## src/rtl/gbr_route_pkg.sv

```systemverilog
// Shared route geometry for the GA tour datapath: packer, distance evaluator and population memory.
package gbr_route_pkg;

  localparam int N_CITIES = 30;
  localparam int CITY_W   = 5;
  localparam int ROUTE_W  = N_CITIES * CITY_W;

  typedef logic [CITY_W-1:0]  city_t;
  typedef logic [ROUTE_W-1:0] route_t;

  typedef enum logic {
    FILL = 1'b0,
    HOLD = 1'b1
  } pack_state_t;

endpackage

```

## src/rtl/route_perm_check.sv

```systemverilog
// Seen-bitmap permutation checker for one route; sticky error on a duplicate or out-of-range city.
// Built only when ROUTE_PACK_PERM_CHECK_EN is defined.
`ifdef ROUTE_PACK_PERM_CHECK_EN
module route_perm_check
  import gbr_route_pkg::*;
(
  input  logic  clk,
  input  logic  rst_n,
  input  logic  clr,
  input  logic  accept,
  input  city_t city,
  output logic  err
);

  logic [N_CITIES-1:0] seen;

  always_ff @(posedge clk) begin
    if (!rst_n || clr) begin
      seen <= '0;
      err  <= 1'b0;
    end else if (accept) begin
      // Range check first so the bitmap is never indexed past its top city.
      if (city >= CITY_W'(N_CITIES)) begin
        err <= 1'b1;
      end else if (seen[city]) begin
        err <= 1'b1;
      end else begin
        seen[city] <= 1'b1;
      end
    end
  end

endmodule
`endif

```

## src/rtl/route_packer.sv

```systemverilog
// Serial-to-parallel packer: 30 city indices in, one 150-bit route out, with optional permutation check.
// Optional checker enabled by defining ROUTE_PACK_PERM_CHECK_EN; otherwise out_error is tied low.
module route_packer
  import gbr_route_pkg::*;
(
  input  logic               clk,
  input  logic               rst_n,
  input  logic               flush,
  input  logic               in_valid,
  output logic               in_ready,
  input  logic [CITY_W-1:0]  in_city,
  output logic               out_valid,
  input  logic               out_ready,
  output logic [ROUTE_W-1:0] out_route,
  output logic               out_error,
  output logic [4:0]         fill_count
);

  pack_state_t state;
  logic        accept;
  logic        chk_clr;

  // Flush beats a coincident handshake, and is ignored once the route is complete.
  assign accept  = (state == FILL) && in_valid && !flush;
  assign chk_clr = ((state == FILL) && flush) || ((state == HOLD) && out_ready);

  always_ff @(posedge clk) begin
    if (!rst_n) begin
      state      <= FILL;
      fill_count <= '0;
      in_ready   <= 1'b1;
      out_valid  <= 1'b0;
      out_route  <= '0;
    end else begin
      case (state)
        FILL: begin
          if (flush) begin
            fill_count <= '0;
          end else if (in_valid) begin
            for (int k = 0; k < N_CITIES; k++) begin
              if (fill_count == 5'(k)) begin
                out_route[k*CITY_W +: CITY_W] <= in_city;
              end
            end
            if (fill_count == 5'(N_CITIES - 1)) begin
              fill_count <= '0;
              state      <= HOLD;
              in_ready   <= 1'b0;
              out_valid  <= 1'b1;
            end else begin
              fill_count <= fill_count + 5'd1;
            end
          end
        end
        HOLD: begin
          // No bypass: the handshake edge only reopens the input for the next cycle.
          if (out_ready) begin
            state     <= FILL;
            in_ready  <= 1'b1;
            out_valid <= 1'b0;
          end
        end
        default: begin
          state <= FILL;
        end
      endcase
    end
  end

`ifdef ROUTE_PACK_PERM_CHECK_EN
  route_perm_check u_perm_check (
    .clk    (clk),
    .rst_n  (rst_n),
    .clr    (chk_clr),
    .accept (accept),
    .city   (in_city),
    .err    (out_error)
  );
`else
  logic unused_chk;
  assign unused_chk = accept ^ chk_clr;
  assign out_error  = 1'b0;
`endif

endmodule

```

## config.mk

```make
export PLATFORM = sky130hd
export DESIGN_NAME = route_packer
export DESIGN_NICKNAME = d
export VERILOG_FILES = /design/src/rtl/gbr_route_pkg.sv /design/src/rtl/route_perm_check.sv /design/src/rtl/route_packer.sv
export SDC_FILE = /design/constraint.sdc
export NUM_CORES = 1
export LEC_CHECK = 0
export CAP_MARGIN = 15
export CORE_MARGIN = 2
export CORE_UTILIZATION = 45
export CTS_CLUSTER_DIAMETER = 120
export DETAILED_ROUTE_END_ITERATION = 12
export PLACE_DENSITY_LB_ADDON = 0.15
export SKIP_CTS_REPAIR_TIMING = 1
export SYNTH_ARGS = -nofsm -noshare
export SYNTH_HDL_FRONTEND = slang
export SYNTH_SLANG_ARGS = --single-unit
```

## constraint.sdc

```tcl
create_clock -name clk -period 2.7 [get_ports clk]
set_clock_uncertainty 0.15 [all_clocks]
set_input_delay 0.405 -clock clk [delete_from_list [all_inputs] [get_ports clk]]
set_output_delay 0.405 -clock clk [all_outputs]
set_load 0.01 [all_outputs]
```

* Yosys cells after proc, flatten, opt, wreduce, memory -nomap -nowiden *
Cells that the tools add are included.

word-level totals
  memory bits (read-only) = 0
  memories = 0
  latch bits = 0
  output and inout port bits = 158
  bits in registers = 158
  input bits = 10
  RAM bits = 0

cells by class
  div/mod/pow operators = 0
  $add $sub $neg = 1
  multiply operators = 0
  shifts and indexed selects = 0
  bitwise gates (word level) = 2
  mux-type cells = 18
  eq/ne operators = 33
  order comparisons = 0
  reductions and logical operators = 34

operator list
  kind                                                                    count
  4-bit AND reduction                                                     31
  5-bit equality test (second input constant)                             14
  5-bit by 4-bit equality test with 1-bit output (second input constant)  8
  5-bit by 3-bit equality test with 1-bit output (second input constant)  4
  5-bit 2-to-1 mux                                                        3
  1-bit 2-to-1 mux                                                        12
  5-bit by 2-bit equality test with 1-bit output (second input constant)  2
  2-bit != test (second input constant)                                   3
  1-bit one-hot mux with 2 select lines                                   3
  5-bit by 1-bit adder with 5-bit output (second input constant)          1
  5-bit by 1-bit equality test with 1-bit output (second input constant)  1
  5-bit logical NOT                                                       1
  2-bit by 1-bit != test with 1-bit output (second input constant)        1
  1-bit inverter                                                          2
  2-bit AND reduction                                                     1
  2-bit nonzero test                                                      1

* Depth between registers and ports, before layout *
Gate-level depths: netlist of the first run.

  depth after elaboration = 5
  gate-level depth with buffers = 7
  depth with buffers taken out = 6

* Least setup slack after synthesis of the first run *
OpenSTA, ideal clock, no wires.

  path type = flip-flop to flip-flop
  from = register fill_count[0]
  to = register out_route[75]
  period minus slack after synthesis = 1921 ps
  slack = 779 ps
  library setup time = 118 ps
  arrival = 1653 ps
  path buffers = 1
  cell stages (with the launch flop) = 8
  cells stage by stage = dfxtp_1 > ha_1 > and3_1 > ha_1 > nor4bb_1 > clkbuf_1 > mux2i_1 > nor2_1

between the ends
  word-level cells in the longest chain between the ends = 2

ends and longest elaborated chain
  what                                            RTL line            text
  start: declaration                              route_packer.sv:16  output logic [4:0] fill_count
  start signal: assignment                        route_packer.sv:51  fill_count <= fill_count + 5'd1;
  5-bit by 4-bit equality test with 1-bit output  route_packer.sv:41  if (fill_count == 5'(k)) begin
  4-bit AND reduction (no line)                   --
  end signal: indexed assignment                  route_packer.sv:42  out_route[k*CITY_W +: CITY_W] <= in_city;
  end: declaration                                route_packer.sv:14  output logic [ROUTE_W-1:0] out_route,

Every way passes these cells.
A chain may end at the register's enable or synchronous reset.

* Worst setup path after layout of the first run *
  from = register fill_count[3]
  to = output port fill_count[3]

No word-level cell between the ends.

==> results of run 1 <==
state kept, by name (all words and copies together) (netlist names):
| register | count |
|---|---|
| in_ready | 1 |
| out_valid | 1 |
| out_route | 150 |
| fill_count | 5 |
| state | 1 |
cells in the mapped netlist:
master	count
a41oi_1	1
nor3_2	10
nand3b_1	3
a41o_1	1
dfxtp_1	158
o21ai_0	1
or4b_2	1
or2_1	1
nand2_1	155
buf_6	7
mux2i_1	150
nor4bb_1	1
buf_4	3
buf_2	8
or3_1	5
or4_1	1
or3_4	1
nand2b_1	3
o2111ai_1	1
conb_1	1
nor3_4	15
nor2_1	6
inv_1	4
ha_1	5
clkinv_1	1
and3_1	1
o21bai_1	1
a21oi_1	4
nand3_1	2
a31oi_1	2
a21boi_0	1
clkbuf_1	31
or2_0	1
o21a_1	2
nand2_2	1
buf_1	2
nand3b_2	2
layer usage:
layer | part of all wire, % | vias to the layer above | wire length, um
li1 | - | 2293 | -
met3 | 6.2 | 7 | 1040
met1 | 44 | 2325 | 7360
met2 | 49 | 123 | 8280
met4 | 0.55 | 0 | 93
met5 | 0 | - | 0
how the worst max path moves through the flow:
stage | startpoint | endpoint
2_1_floorplan | fill_count[0] | out_route[75]
3_3_place_gp | flush | out_route[26]
3_5_place_dp | flush | out_route[26]
4_1_cts | fill_count[0] | out_route[75]
5_1_grt | fill_count[0] | out_route[75]
6_report | fill_count[3] | fill_count[3]
stage by stage:
stage / setup WS (ps) / utilization, % / power, mW / cell area (sq um) / hold WS, ps
3_3_place_gp: 278 / 59.8 / 2.57 / 8020 / 292
2_1_floorplan: 779 / - / 2.50 / 6230 / 329
5_1_grt: 337 / 64.7 / 5.35 / 8680 / 327
6_report: 568 / 64.7 / 5.19 / 8680 / 306
4_1_cts: 538 / 64.7 / 5.23 / 8680 / 300
3_5_place_dp: 192 / 59.8 / 2.57 / 8020 / 298
layout make-up:
class	count	area [sq um]
well taps	176	220
repair buffers	188	1840
clock buffers	20	447
clock inverters	10	210
flip-flops and latches	158	3160
inverters	5	18.8
multi-input cells	379	2780
fillers	1128	4720
report_power, final:
part           internal, mW  total, mW  switching [mW]
Sequential             2.34       2.35         0.00656
Combinational        0.0543      0.175           0.120
Clock                  1.75       2.67           0.918
Total                  4.14       5.19            1.04
cells by family after synthesis:
group | after synthesis
adder cells (fa/ha/maj) | 5
multiplexers | 150
AO/OA/AOI/OAI | 14
flip-flops | 158
AND/OR/NAND/NOR | 209
buffers and inverters | 56
other | 1
==> results_dict.tcl, run 1 <==
set metrics [dict create \
    status "complete, no violations" \
    period_share_pct 79.0 \
    dp_cells 906 \
    use_met3_pct 6.69 \
    hpwlAfterDp_um 11300 \
    timing.setup.tns_ps 0 \
    setup_viol 0 \
    use_met2_pct 37.5 \
    antennaDiodeCount 0 \
    cts_max_path_buffers 2 \
    final_cell_mix "165 x clkdlybuf4s50_1, 158 x dfxtp_1, 155 x nand2_1, 150 x mux2i_1, 22 x buf_4" \
    finalCriticalPeriod_ps 2130 \
    ys_ff_latch 158 \
    cpPeakStageDelay_ps 620 \
    cpMaxStageDelayCell "clkdlybuf4s50_1" \
    synth_top_cell_by_area "dfxtp_1" \
    rsz0062_at_grt "no" \
    synthMuxAreaShare_pct 24.1 \
    hp-class "register to register" \
    drt-initial-drc-count 352 \
    numCtsBuffers 17 \
    final_common_cell "clkdlybuf4s50_1" \
    synth_compound_area_share_pct 1.53 \
    synthAdderAreaFrac_pct 1.00 \
    worstMarginPinSlew_ps 716 \
    rows 42 \
    netlist_area_sq_um 6230 \
    clock.fmax_ghz 0.469 \
    critical_path_class "register to primary output" \
    hold_depth 2 \
    synth.distinct_cells 37 \
    cp-end-kind "primary output" \
    r2r_slack_ps 590 \
    yosys_warnings 0 \
    drt.antenna.violating_nets 0 \
    grt_pass1_vias 4748 \
    top_usage_layer "met2" \
    root_buffer "clkbuf_16" \
    grt_use_met1_pct 28.6 \
    pin_count 168 \
    cp.arrival_ps 1580 \
    gp_congestion 0.783 \
    fp.dieH_um 122 \
    initial_core_util_pct 46.5 \
    area_growth_pct 39.3 \
    yosysSeqAreaShare_pct 50.8 \
    clkTransAtPathRegs_ps 60 \
    critPathBufInv 1 \
    totalWireLength_um 16800 \
    viasPerCell 5.07 \
    synthXorXnorAreaFrac_pct 0 \
    hold_viol 0 \
    synth-simple-area-share_pct 17.9 \
    cts_tree "built" \
    path_delay_family "buffers and inverters" \
    wl_per_cell_um 17.9 \
    path_cells "clkdlybuf4s50_1" \
    grt_max_degree 68 \
    p_leak_nw 3.05 \
    crit_cells 1 \
    maxSlewHeadroom_pct 52.3 \
    final_nets 764 \
    grt_pass1_wl_um 25600 \
    instances_no_fill 936 \
    dieWidth_um 122 \
    firstDrtPassIters 5 \
    r2r_start "fill_count[0]" \
    antenna_found_initial 0 \
    start_kind "register" \
    maxCapViolations 0 \
    drive_gt1_share_pct 10.7 \
    syn_inst 593 \
    synth_top_area_share_pct 50.8 \
    hold_path_startpoint "out_route[0]" \
    grt_overflow_total 0 \
    dieArea_sq_um 14800 \
    insertion_delay_ps 410 \
    drc 0 \
    cts.sinks 158 \
    grtUsageTotal_pct 22.7 \
    power_density_nw_per_um2 598 \
    h-tree-depth 4 \
    vias 4748 \
    r2r_end "out_route[76]" \
    synth_top_family_by_area "multiplexers" \
    min_to "out_route[0]" \
    worstPathRequired_ps 2140 \
    slew_violations 0 \
    cp_max_fo 11 \
    synth_area_per_cell_sq_um 10.5 \
    fp.coreArea_sq_um 13400 \
    vdd_drop_max_uv 364 \
    rr_worst_depth 7 \
    port_buffers 166 \
    synth_nets 608 \
    ys_top_cells_by_area "dfxtp_1 51%, mux2i_1 24%, nand2_1 9.3%" \
]
(Power assumes the default switching activity.)
==> inputs of run 2 (changes only) <==
clock period = 2.1 ns   (was 2.7 ns; I/O delays follow)
==> run 2 against run 1 <==
Compared with the run above: global-route usage up 0.77 points; core utilization grew 1.3 points; highest routed layer unchanged; largest cell class unchanged; first-iteration DRC count down 19%; sequential share of layout area down 0.66 points; hold slack got worse by 200 ps; worst setup slack got worse by 480 ps.
==> results_dict.tcl, run 2 (synthesis gave the netlist of run 1 again) <==
set metrics [dict create \
    antenna_found_initial 0 \
    grt_pass1_wl_um 26400 \
    setup_viol 0 \
    numCtsBuffers 17 \
    hpwlAfterDp_um 11600 \
    gp_congestion 0.787 \
    cts_tree "built" \
    cp_max_fo 7 \
    totalWireLength_um 16400 \
    final_nets 786 \
    nFillCells 1045 \
    initial_core_util_pct 46.5 \
    hp-class "input pin to register" \
    clock.fmax_ghz 0.497 \
    path_delay_family "buffers and inverters" \
    path_cells "buf_4 -> clkdlybuf4s50_1" \
    cts_max_path_buffers 2 \
    maxUsedRoutingLayer "met4" \
    cp.arrival_ps 1550 \
    p_total_mw 6.22 \
    wl_met2_um 7960 \
    critical_path_class "register to primary output" \
    root_buffer "clkbuf_16" \
    rr_worst_depth 7 \
    final_cell_mix "165 x clkdlybuf4s50_1, 155 x nand2_1, 155 x dfxtp_1, 150 x mux2i_1, 38 x buf_4" \
    pin_count 168 \
    finalCriticalPeriod_ps 2010 \
    viasPerCell 5.03 \
    insertion_delay_ps 420 \
    rows 42 \
    dieArea_sq_um 14800 \
    clkTransAtPathRegs_ps 60 \
    dieWidth_um 122 \
    drt.antenna.violating_nets 0 \
    fp.coreArea_sq_um 13400 \
    antennaDiodeCount 0 \
    rsz0062_at_grt "no" \
    maxCapViolations 0 \
    power_density_nw_per_um2 703 \
    vdd_drop_max_uv 560 \
    p_leak_nw 3.14 \
    firstDrtPassIters 4 \
    hold_viol 0 \
    wl_per_cell_um 17.1 \
    r2r_start "fill_count[0]" \
    route.met3.wl_um 1040 \
    h-tree-depth 4 \
    grt_pass1_vias 4924 \
    grt_max_degree 93 \
    largest_register_ffs 150 \
    cp-end-kind "primary output" \
    drc 0 \
    largest_register "out_route" \
    grtUsageTotal_pct 23.4 \
    wl_met1_um 7310 \
    period_share_pct 95.9 \
    drive_gt1_share_pct 13.7 \
    cpMaxStageDelayCell "clkdlybuf4s50_1" \
    drt-initial-drc-count 286 \
    place_ws_ps -47.6 \
    cpPeakStageDelay_ps 540 \
    start_kind "register" \
    crit_end "fill_count[2]" \
    top_regs "out_route: 150 flops, fill_count: 5 flops" \
    crit_start "fill_count[2]" \
    critPathBufInv 2 \
    r2r_slack_ps 190 \
    slew_violations 0 \
    crit_cells 2 \
    r2r_end "out_route[79]" \
    cts.sinks 158 \
    fp.dieH_um 122 \
    worstPathRequired_ps 1630 \
    grt_overflow_total 0 \
    layout_setup_ws_ps 86.9 \
    port_buffers 166 \
    final_common_cell "clkdlybuf4s50_1" \
    vias 4820 \
    area_growth_pct 42.1 \
    status "complete, no violations" \
]
[run 2: changes by cell type in the layout (fill, tap and decap cells not counted), sizes merged]
cell    change
buf        +22
bufinv      -5
clkbuf      +7
inv         -1
[run 2: report_power, final]
part           switching, mW  internal (mW)  total, mW
combinational          0.156         0.0846      0.241
sequential           0.00834           3.01       3.02
clock                   1.15           1.81       2.96
[run 2: area by class of cell]
cell class / count / area [sq um] / share of cell area, %
clock inverters: 4 / 51.3 / 0.580
repair buffers: 210 / 2080 / 23.5
flip-flops and latches: 158 / 3170 / 35.8
multi-input cells: 379 / 2790 / 31.5
well taps: 176 / 220 / 2.49
inverters: 5 / 18.8 / 0.212
clock buffers: 27 / 523 / 5.91
[run 2: layer usage]
layer	vias to the layer above	global-route usage, %
met3	11	7.72
met1	2348	29.8
met5	-	0
li1	2330	-
met2	131	37.9
met4	0	7.40
[run 2: worst min path at each step]
stage	start	endpoint	slack (ps)	cells past startpoint
final	rst_n	out_route[43]	110	3
after global routing	rst_n	out_route[3]	110	3
after CTS	rst_n	out_route[43]	90	3
after detailed placement	out_route[131]	out_route[131]	300	2
after global placement	out_route[83]	out_route[83]	290	2
after floorplan	in_city[0]	out_route[75]	310	2
[run 2: worst min-delay path, stage by stage]
cell,delay (ps)
buf_4,180
nand2_1,80
mux2i_1,50
[run 2: through the flow]
step	hold WS, ps	TNS (ps)	utilization [%]	instances	cell area (sq um)
finish	110	0	66.0	959	8850
CTS	87.3	0	65.9	959	8830
floorplan	312	0	-	593	6230
global placement	293	-8.45	61.6	928	8260
detailed placement	299	-796	61.6	928	8260
global route	110	0	66.0	959	8850
==> inputs of run 3 (changes only) <==
SYNTH_HIERARCHICAL = 1   (was unset)
==> results of run 3 <==
Final layout, timing and power as in run 2 (identical DEF).
Among the figures that moved: Yosys warning count 0 -> 6
